<file path="src/rtl/seg_scan_ctrl_57.sv">
// seg_scan_ctrl_57: multiplexed seven-segment scan controller.
// Scans DIGITS digits through active-low digit enables and active-high
// segments. Each slot starts with one dead cycle for anti-ghosting. The
// controller also provides PWM brightness, a per-digit blink mask,
// per-digit decimal points and leading-zero suppression.
// All outputs are registered and follow the state and inputs of the
// previous cycle.
module seg_scan_ctrl_57 #(
   parameter int DIGITS    = 8,
   parameter int SCAN_DIV  = 1000,
   parameter int BLINK_DIV = 250000,
   parameter int IDX_W     = 3
) (
   input  logic                  clk_57,
   input  logic                  rst_57,
   input  logic                  en_57,
   input  logic [4*DIGITS-1:0]   code_57,
   input  logic [DIGITS-1:0]     dp_57,
   input  logic                  blink_e_57,
   input  logic [DIGITS-1:0]     blink_mask_57,
   input  logic                  lz_blank_57,
   input  logic [3:0]            bright_57,
   output logic [6:0]            seg_57,
   output logic                  dp_o_57,
   output logic [DIGITS-1:0]     dig_o_57,
   output logic [IDX_W-1:0]      scan_idx_57
);

   localparam int PRE_W = $clog2(SCAN_DIV);
   localparam int BLK_W = $clog2(BLINK_DIV);
   localparam logic [PRE_W-1:0] PRE_LAST = PRE_W'(SCAN_DIV - 1);
   localparam logic [BLK_W-1:0] BLK_LAST = BLK_W'(BLINK_DIV - 1);
   localparam logic [IDX_W-1:0] IDX_LAST = IDX_W'(DIGITS - 1);

   logic [PRE_W-1:0]  r_pre_cnt;
   logic [BLK_W-1:0]  r_blink_cnt;
   logic              r_blink_phase;
   logic [3:0]        r_pwm_cnt;

   logic [DIGITS-1:0] w_zero_above;
   logic              w_run;
   logic [3:0]        w_code;
   logic              w_lit;
   logic              w_hidden;
   logic              w_dark;
   logic              w_supp;
   logic [6:0]        w_seg;
   logic [DIGITS-1:0] w_dig_n;

   // Scan prescaler, digit index, blink timer and PWM counter.
   // The blink timer and the prescaler wrap independently of each other.
   always_ff @(posedge clk_57) begin
      if (rst_57) begin
         r_pre_cnt     <= '0;
         scan_idx_57   <= '0;
         r_blink_cnt   <= '0;
         r_blink_phase <= 1'b1;
         r_pwm_cnt     <= '0;
      end else begin
         r_pwm_cnt <= r_pwm_cnt + 4'd1;
         if (r_pre_cnt == PRE_LAST) begin
            r_pre_cnt   <= '0;
            scan_idx_57 <= (scan_idx_57 == IDX_LAST) ? '0 : scan_idx_57 + 1'b1;
         end else begin
            r_pre_cnt <= r_pre_cnt + 1'b1;
         end
         if (r_blink_cnt == BLK_LAST) begin
            r_blink_cnt   <= '0;
            r_blink_phase <= ~r_blink_phase;
         end else begin
            r_blink_cnt <= r_blink_cnt + 1'b1;
         end
      end
   end

   // w_zero_above[i] is set when digit i and every digit above it are zero.
   always_comb begin
      w_zero_above = '0;
      w_run        = 1'b1;
      for (int unsigned j = 0; j < DIGITS; j++) begin
         w_run = w_run & (code_57[4*(DIGITS-1-j) +: 4] == 4'h0);
         w_zero_above[DIGITS-1-j] = w_run;
      end
   end

   // Gate the current slot, then decode the selected digit.
   always_comb begin
      w_code   = code_57[4*scan_idx_57 +: 4];
      w_lit    = (bright_57 == 4'hF) | (r_pwm_cnt < bright_57);
      w_hidden = blink_e_57 & blink_mask_57[scan_idx_57] & ~r_blink_phase;
      w_dark   = ~en_57 | (r_pre_cnt == '0) | ~w_lit | w_hidden;
      w_supp   = lz_blank_57 & (scan_idx_57 != '0) & w_zero_above[scan_idx_57];
      case (w_code)
         4'h0:    w_seg = 7'h3F;
         4'h1:    w_seg = 7'h06;
         4'h2:    w_seg = 7'h5B;
         4'h3:    w_seg = 7'h4F;
         4'h4:    w_seg = 7'h66;
         4'h5:    w_seg = 7'h6D;
         4'h6:    w_seg = 7'h7D;
         4'h7:    w_seg = 7'h07;
         4'h8:    w_seg = 7'h7F;
         4'h9:    w_seg = 7'h6F;
         4'hA:    w_seg = 7'h40;
         default: w_seg = 7'h00;
      endcase
      if (w_supp) begin
         w_seg = 7'h00;
      end
      w_dig_n = '1;
      if (!w_dark) begin
         w_dig_n[scan_idx_57] = 1'b0;
      end
   end

   // Output registers. A blanked slot drives no segments and no decimal point.
   always_ff @(posedge clk_57) begin
      if (rst_57) begin
         dig_o_57 <= '1;
         seg_57   <= '0;
         dp_o_57  <= 1'b0;
      end else begin
         dig_o_57 <= w_dig_n;
         seg_57   <= w_dark ? 7'h00 : w_seg;
         dp_o_57  <= w_dark ? 1'b0 : dp_57[scan_idx_57];
      end
   end

endmodule

</file>
<file path="config.mk">
export PLATFORM = sky130hd
export DESIGN_NAME = seg_scan_ctrl_57
export DESIGN_NICKNAME = d
export VERILOG_FILES = /design/src/rtl/seg_scan_ctrl_57.sv
export SDC_FILE = /design/constraint.sdc
export NUM_CORES = 1
export LEC_CHECK = 0
export ABC_AREA = 1
export CAP_MARGIN = 20
export CORE_AREA = 2 2 95 74
export CTS_CLUSTER_SIZE = 16
export DETAILED_ROUTE_END_ITERATION = 16
export DIE_AREA = 0 0 97 76
export GPL_TIMING_DRIVEN = 0
export PLACE_DENSITY = 0.89
export SLEW_MARGIN = 40
export SYNTH_ARGS = -nofsm -noshare
export SYNTH_HDL_FRONTEND = slang
export SYNTH_SLANG_ARGS = --single-unit
export TNS_END_PERCENT = 30
</file>
<file path="constraint.sdc">
create_clock -name clk_57 -period 2.1 [get_ports clk_57]
set_input_delay 0.21 -clock clk_57 [delete_from_list [all_inputs] [get_ports clk_57]]
set_output_delay 0.21 -clock clk_57 [all_outputs]
set_load 0.005 [all_outputs]
</file>
==> summary.md <==
| Metric | Value |
|---|---|
| Status | finished clean |
| Rel. slew slack | 79.17% |
| Initial antenna violation count | 0 |
| I/O pin count | 76 |
| N_diodes | 0 |
| Sw frac | between 20% and 30% |
| Max-slew violation count | 0 |
| Final hold viol count | 0 |
| Gr usage total | 21.99% |
| FMAX | 515.3 MHz |
| DR vias/cell | between 5 and 6 |
| First-pass GRT wire length | 13660 um |
| H-tree Lvls | 2 |
| Combinational group share of total power | 14.5% |
| Worst-Skew Late Latency | 0.30 ns |
| Vias in the first global route | 3260 |
| CTS Sinks | 52 |
| Clk_skew | 0.006390 ns |
| Final wirelength | 8033 um |
| Final worst setup slack | about 0.16 ns |
| Leak | ~0.0019 uW |
| CP Max Fanout | 6 |
| Std-Cell Rows | 26 |
| Worst r2r path cells | 13 |
| Core Box Area | ~0.0065 mm^2 |
| Reg2Reg Launch Point | scan_idx_57[1]$_SDFFE_PP0P_ |
| Post-synthesis register bit count | 52 |
| Area fraction of the dominant cell type after synthesis | around 33% |
| Iteration-0 DRC Markers | 170 |
| Commonest non-fill, non-tap cell in the layout | nand2_1 |
| Worst Hold Margin | just under 0.5 ns |
| Post-Syn Area per Cell | 6.506 um^2 |
| Worst vdd ir | 0.2502 mV |
| Hold path start | r_blink_cnt[15]$_SDFF_PP0_ |
| Initial Utilization | 48.35% |
| Die Y-Extent | about 76 um |
| Routability congestion estimate | 0.9246 |
| Cell area after placement | between 0.004 and 0.005 mm^2 |
| P per Cell Area | 495.7 mW/mm^2 |
| DRC | 0 |
| Hold Path Depth | 2 |
| Port Buffers | between 70 and 80 |
| Die Span X | 97 um |
| Placed Instances | 645 |
| Mapped Cells | 486 |
| Internal power | about 1600 uW |
| Crit path required time | around 2.3 ns |
| Hold endpoint | r_blink_cnt[15]$_SDFF_PP0_ |
| Cts hold-fix bufs | 0 |
| Distinct cells, synth | 37 |
| Share of post-route cells with drive strength above 1 | 11.54% |
| Fin nets | 645 |
| Cell taking the most area after synthesis | dfxtp_1 |
| Max Cap Viol | 0 |
| CP arrival | 2.15 ns |
| Net Sw Power | 474.8 uW |
| Setup Total Neg Slack | 0 ns |
| # setup viols final | 0 |
| Tmin final | 1.941 ns |
| Vias after detailed routing | 3333 |
| Sequential Power Share | between 40 and 50% |
| Placement Setup Slack | -0.1533 ns |
| Number of filler cells placed in the layout | approximately 530 |
| Clk root buf | clkbuf_8 |
| Clk pin slew, worst setup/hold paths | 0.09 ns |
| Fin crit share | 92.41% |
| Die Footprint | 0.007372 mm^2 |
| Largest net degree at the start of global routing | 16 |
| DP HPWL | 6448 um |
| Initial DRT Pass Iterations | 7 |
| Layout Cells excl Fill | 656 |
| R2R setup slack | between 0.15 and 0.2 ns |
| Crit path kind | register to register |
| Syn_nets | about 560 |
| Avg WL per Cell | about 12 um |
| DRT antenna net count | 0 |
| Synth warn | 0 |
| Ranking of synthesized cells by area | dfxtp_1 (33%), nand2_1 (19%), nor2_1 (7.2%) |
| Final non-filler cell area | 0.004262 mm^2 |
| Critical path startpoint category | register |
| CTS tree | yes |
| Worst r2r dst | seg_57[3]$_SDFF_PP0_ |
| Sequential fraction of the synthesis area | 32.92% |
| Total clock buffers created by CTS | 5 |
| Min-Delay Path Class | register to register |
| Most frequent cells in the layout | nand2_1 (158), clkdlybuf4s50_1 (75), nor2_1 (59) |
| GRT overflow | 0 |
| Netlist Area Pre-Place | 0.003162 mm^2 |
| Slew @ Worst Pin | about 0.3 ns |
| Area grow syn2layout | 34.78% |
| Clock Path Buffers | 2 |
| Clock share of power | between 30% and 40% |
| CP endpoint kind | register |
-- cell families (layout without fill, tap and decap cells) --
logic type                 Yosys count  count (layout)  share of synthesized area (%)
and+or+nand+nor                    307             307                          42.50
buffers and inverters               72             158                          10.37
DFF                                 52              52                          32.92
AOI/OAI and AO/OA                   30              30                          5.382
adders and majority gates           16              16                          6.332
xor gates and xnor gates             9               9                          2.493
-- worst max-delay path, stage by stage, from the launching register on --
cell and delay (ns):
dfxtp_4 0.37, buf_8 0.13, nor2_4 0.15, nand2_1 0.07, inv_1 0.10, nand2_1 0.07
o2111a_1 0.11, nand4_1 0.19, inv_2 0.12, ha_4 0.25, nand2_2 0.08, nand3_2 0.08
nand2_1 0.08, nor2_2 0.04
-- layout make-up --
cell class | count | area [um^2] | area share [%]
tap | 84 | 105.1 | 2.466
sequential | 52 | 1052 | 24.69
buffer | 8 | 90.09 | 2.114
timing repair buffer | 80 | 788.3 | 18.50
clock inverter | 2 | 60.06 | 1.409
clock buffer | 5 | 68.82 | 1.615
multi-input combinational | 362 | 1851 | 43.42
inverter | 63 | 246.5 | 5.784
-- Yosys cell counts --
library cell  count
ha_1             16
inv_1            57
dfxtp_1          52
nand2_1         161
nand3_1          36
nand3_4           1
a41oi_1           1
nand2_2           6
inv_4             2
nand3b_1          2
xor2_1            5
and3_1            1
buf_2             2
nor3_2            1
a22oi_1           1
o21ai_1           2
o21ai_0           8
o2111a_1          1
nor3b_1           1
a32o_1            1
nand4_1           7
nor4_1            2
inv_2             2
or2_2             6
buf_4             2
clkinv_1          1
or2_1             1
nor3_4            1
buf_6             5
a31oi_1           2
nand2_4           2
clkinv_4          1
nor3_1           12
nor2_2            6
xnor2_1           4
nor2_1           61
a21oi_1          14
-- registers in the layout, indices dropped and copies added, names as in the netlist --
| signal | cells |
|---|---|
| dig_o_57 | 8 |
| r_blink_cnt | 18 |
| r_pre_cnt | 10 |
| seg_57 | 7 |
| scan_idx_57 | 3 |
| r_blink_phase | 1 |
| r_pwm_cnt | 4 |
| dp_o_57 | 1 |
-- through the flow --
step	total power, uW	util (%)
global placement	1331	61.44
floorplan	1175	-
global route	2204	65.17
detailed placement	1344	61.44
finish	2113	65.17
CTS	2109	63.62
-- how the worst max path moves through the flow --
stage | start | end | slack, ns | depth (start not counted)
2_1_floorplan | scan_idx_57[1]$_SDFFE_PP0P_ | seg_57[3]$_SDFF_PP0_ | 0.20 | 13
3_3_place_gp | scan_idx_57[1]$_SDFFE_PP0P_ | seg_57[3]$_SDFF_PP0_ | -0.02 | 13
3_5_place_dp | scan_idx_57[1]$_SDFFE_PP0P_ | seg_57[3]$_SDFF_PP0_ | -0.15 | 13
4_1_cts | scan_idx_57[2]$_SDFFE_PP0P_ | seg_57[3]$_SDFF_PP0_ | 0.005 | 14
5_1_grt | scan_idx_57[1]$_SDFFE_PP0P_ | seg_57[5]$_SDFF_PP0_ | -0.01 | 16
6_report | scan_idx_57[1]$_SDFFE_PP0P_ | seg_57[3]$_SDFF_PP0_ | 0.16 | 13
-- what timing repair did --
action	in CTS	in global routing
setup endpoints to repair	5	7
pin swaps	0	6
setup buffers	0	5
gates resized for setup	5	26
-- power groups by stage --
stage	Combinational [uW]	Clock (uW)	Sequential, uW
finish	305	787	1020
global route	341	838	1020
CTS	297	788	1020
detailed placement	297	0	1050
global placement	286	0	1050
floorplan	130	0	1040
-- per-layer routing --
layer	track usage (%)	vias to the layer above	part of all wire, %
li1	-	1694	-
met1	26.57	1478	42
met2	39.58	147	49
met3	3.853	14	7.0
met4	7.324	0	1.9
met5	0	-	0
No activity file was read; power rests on OpenSTA's default activity.
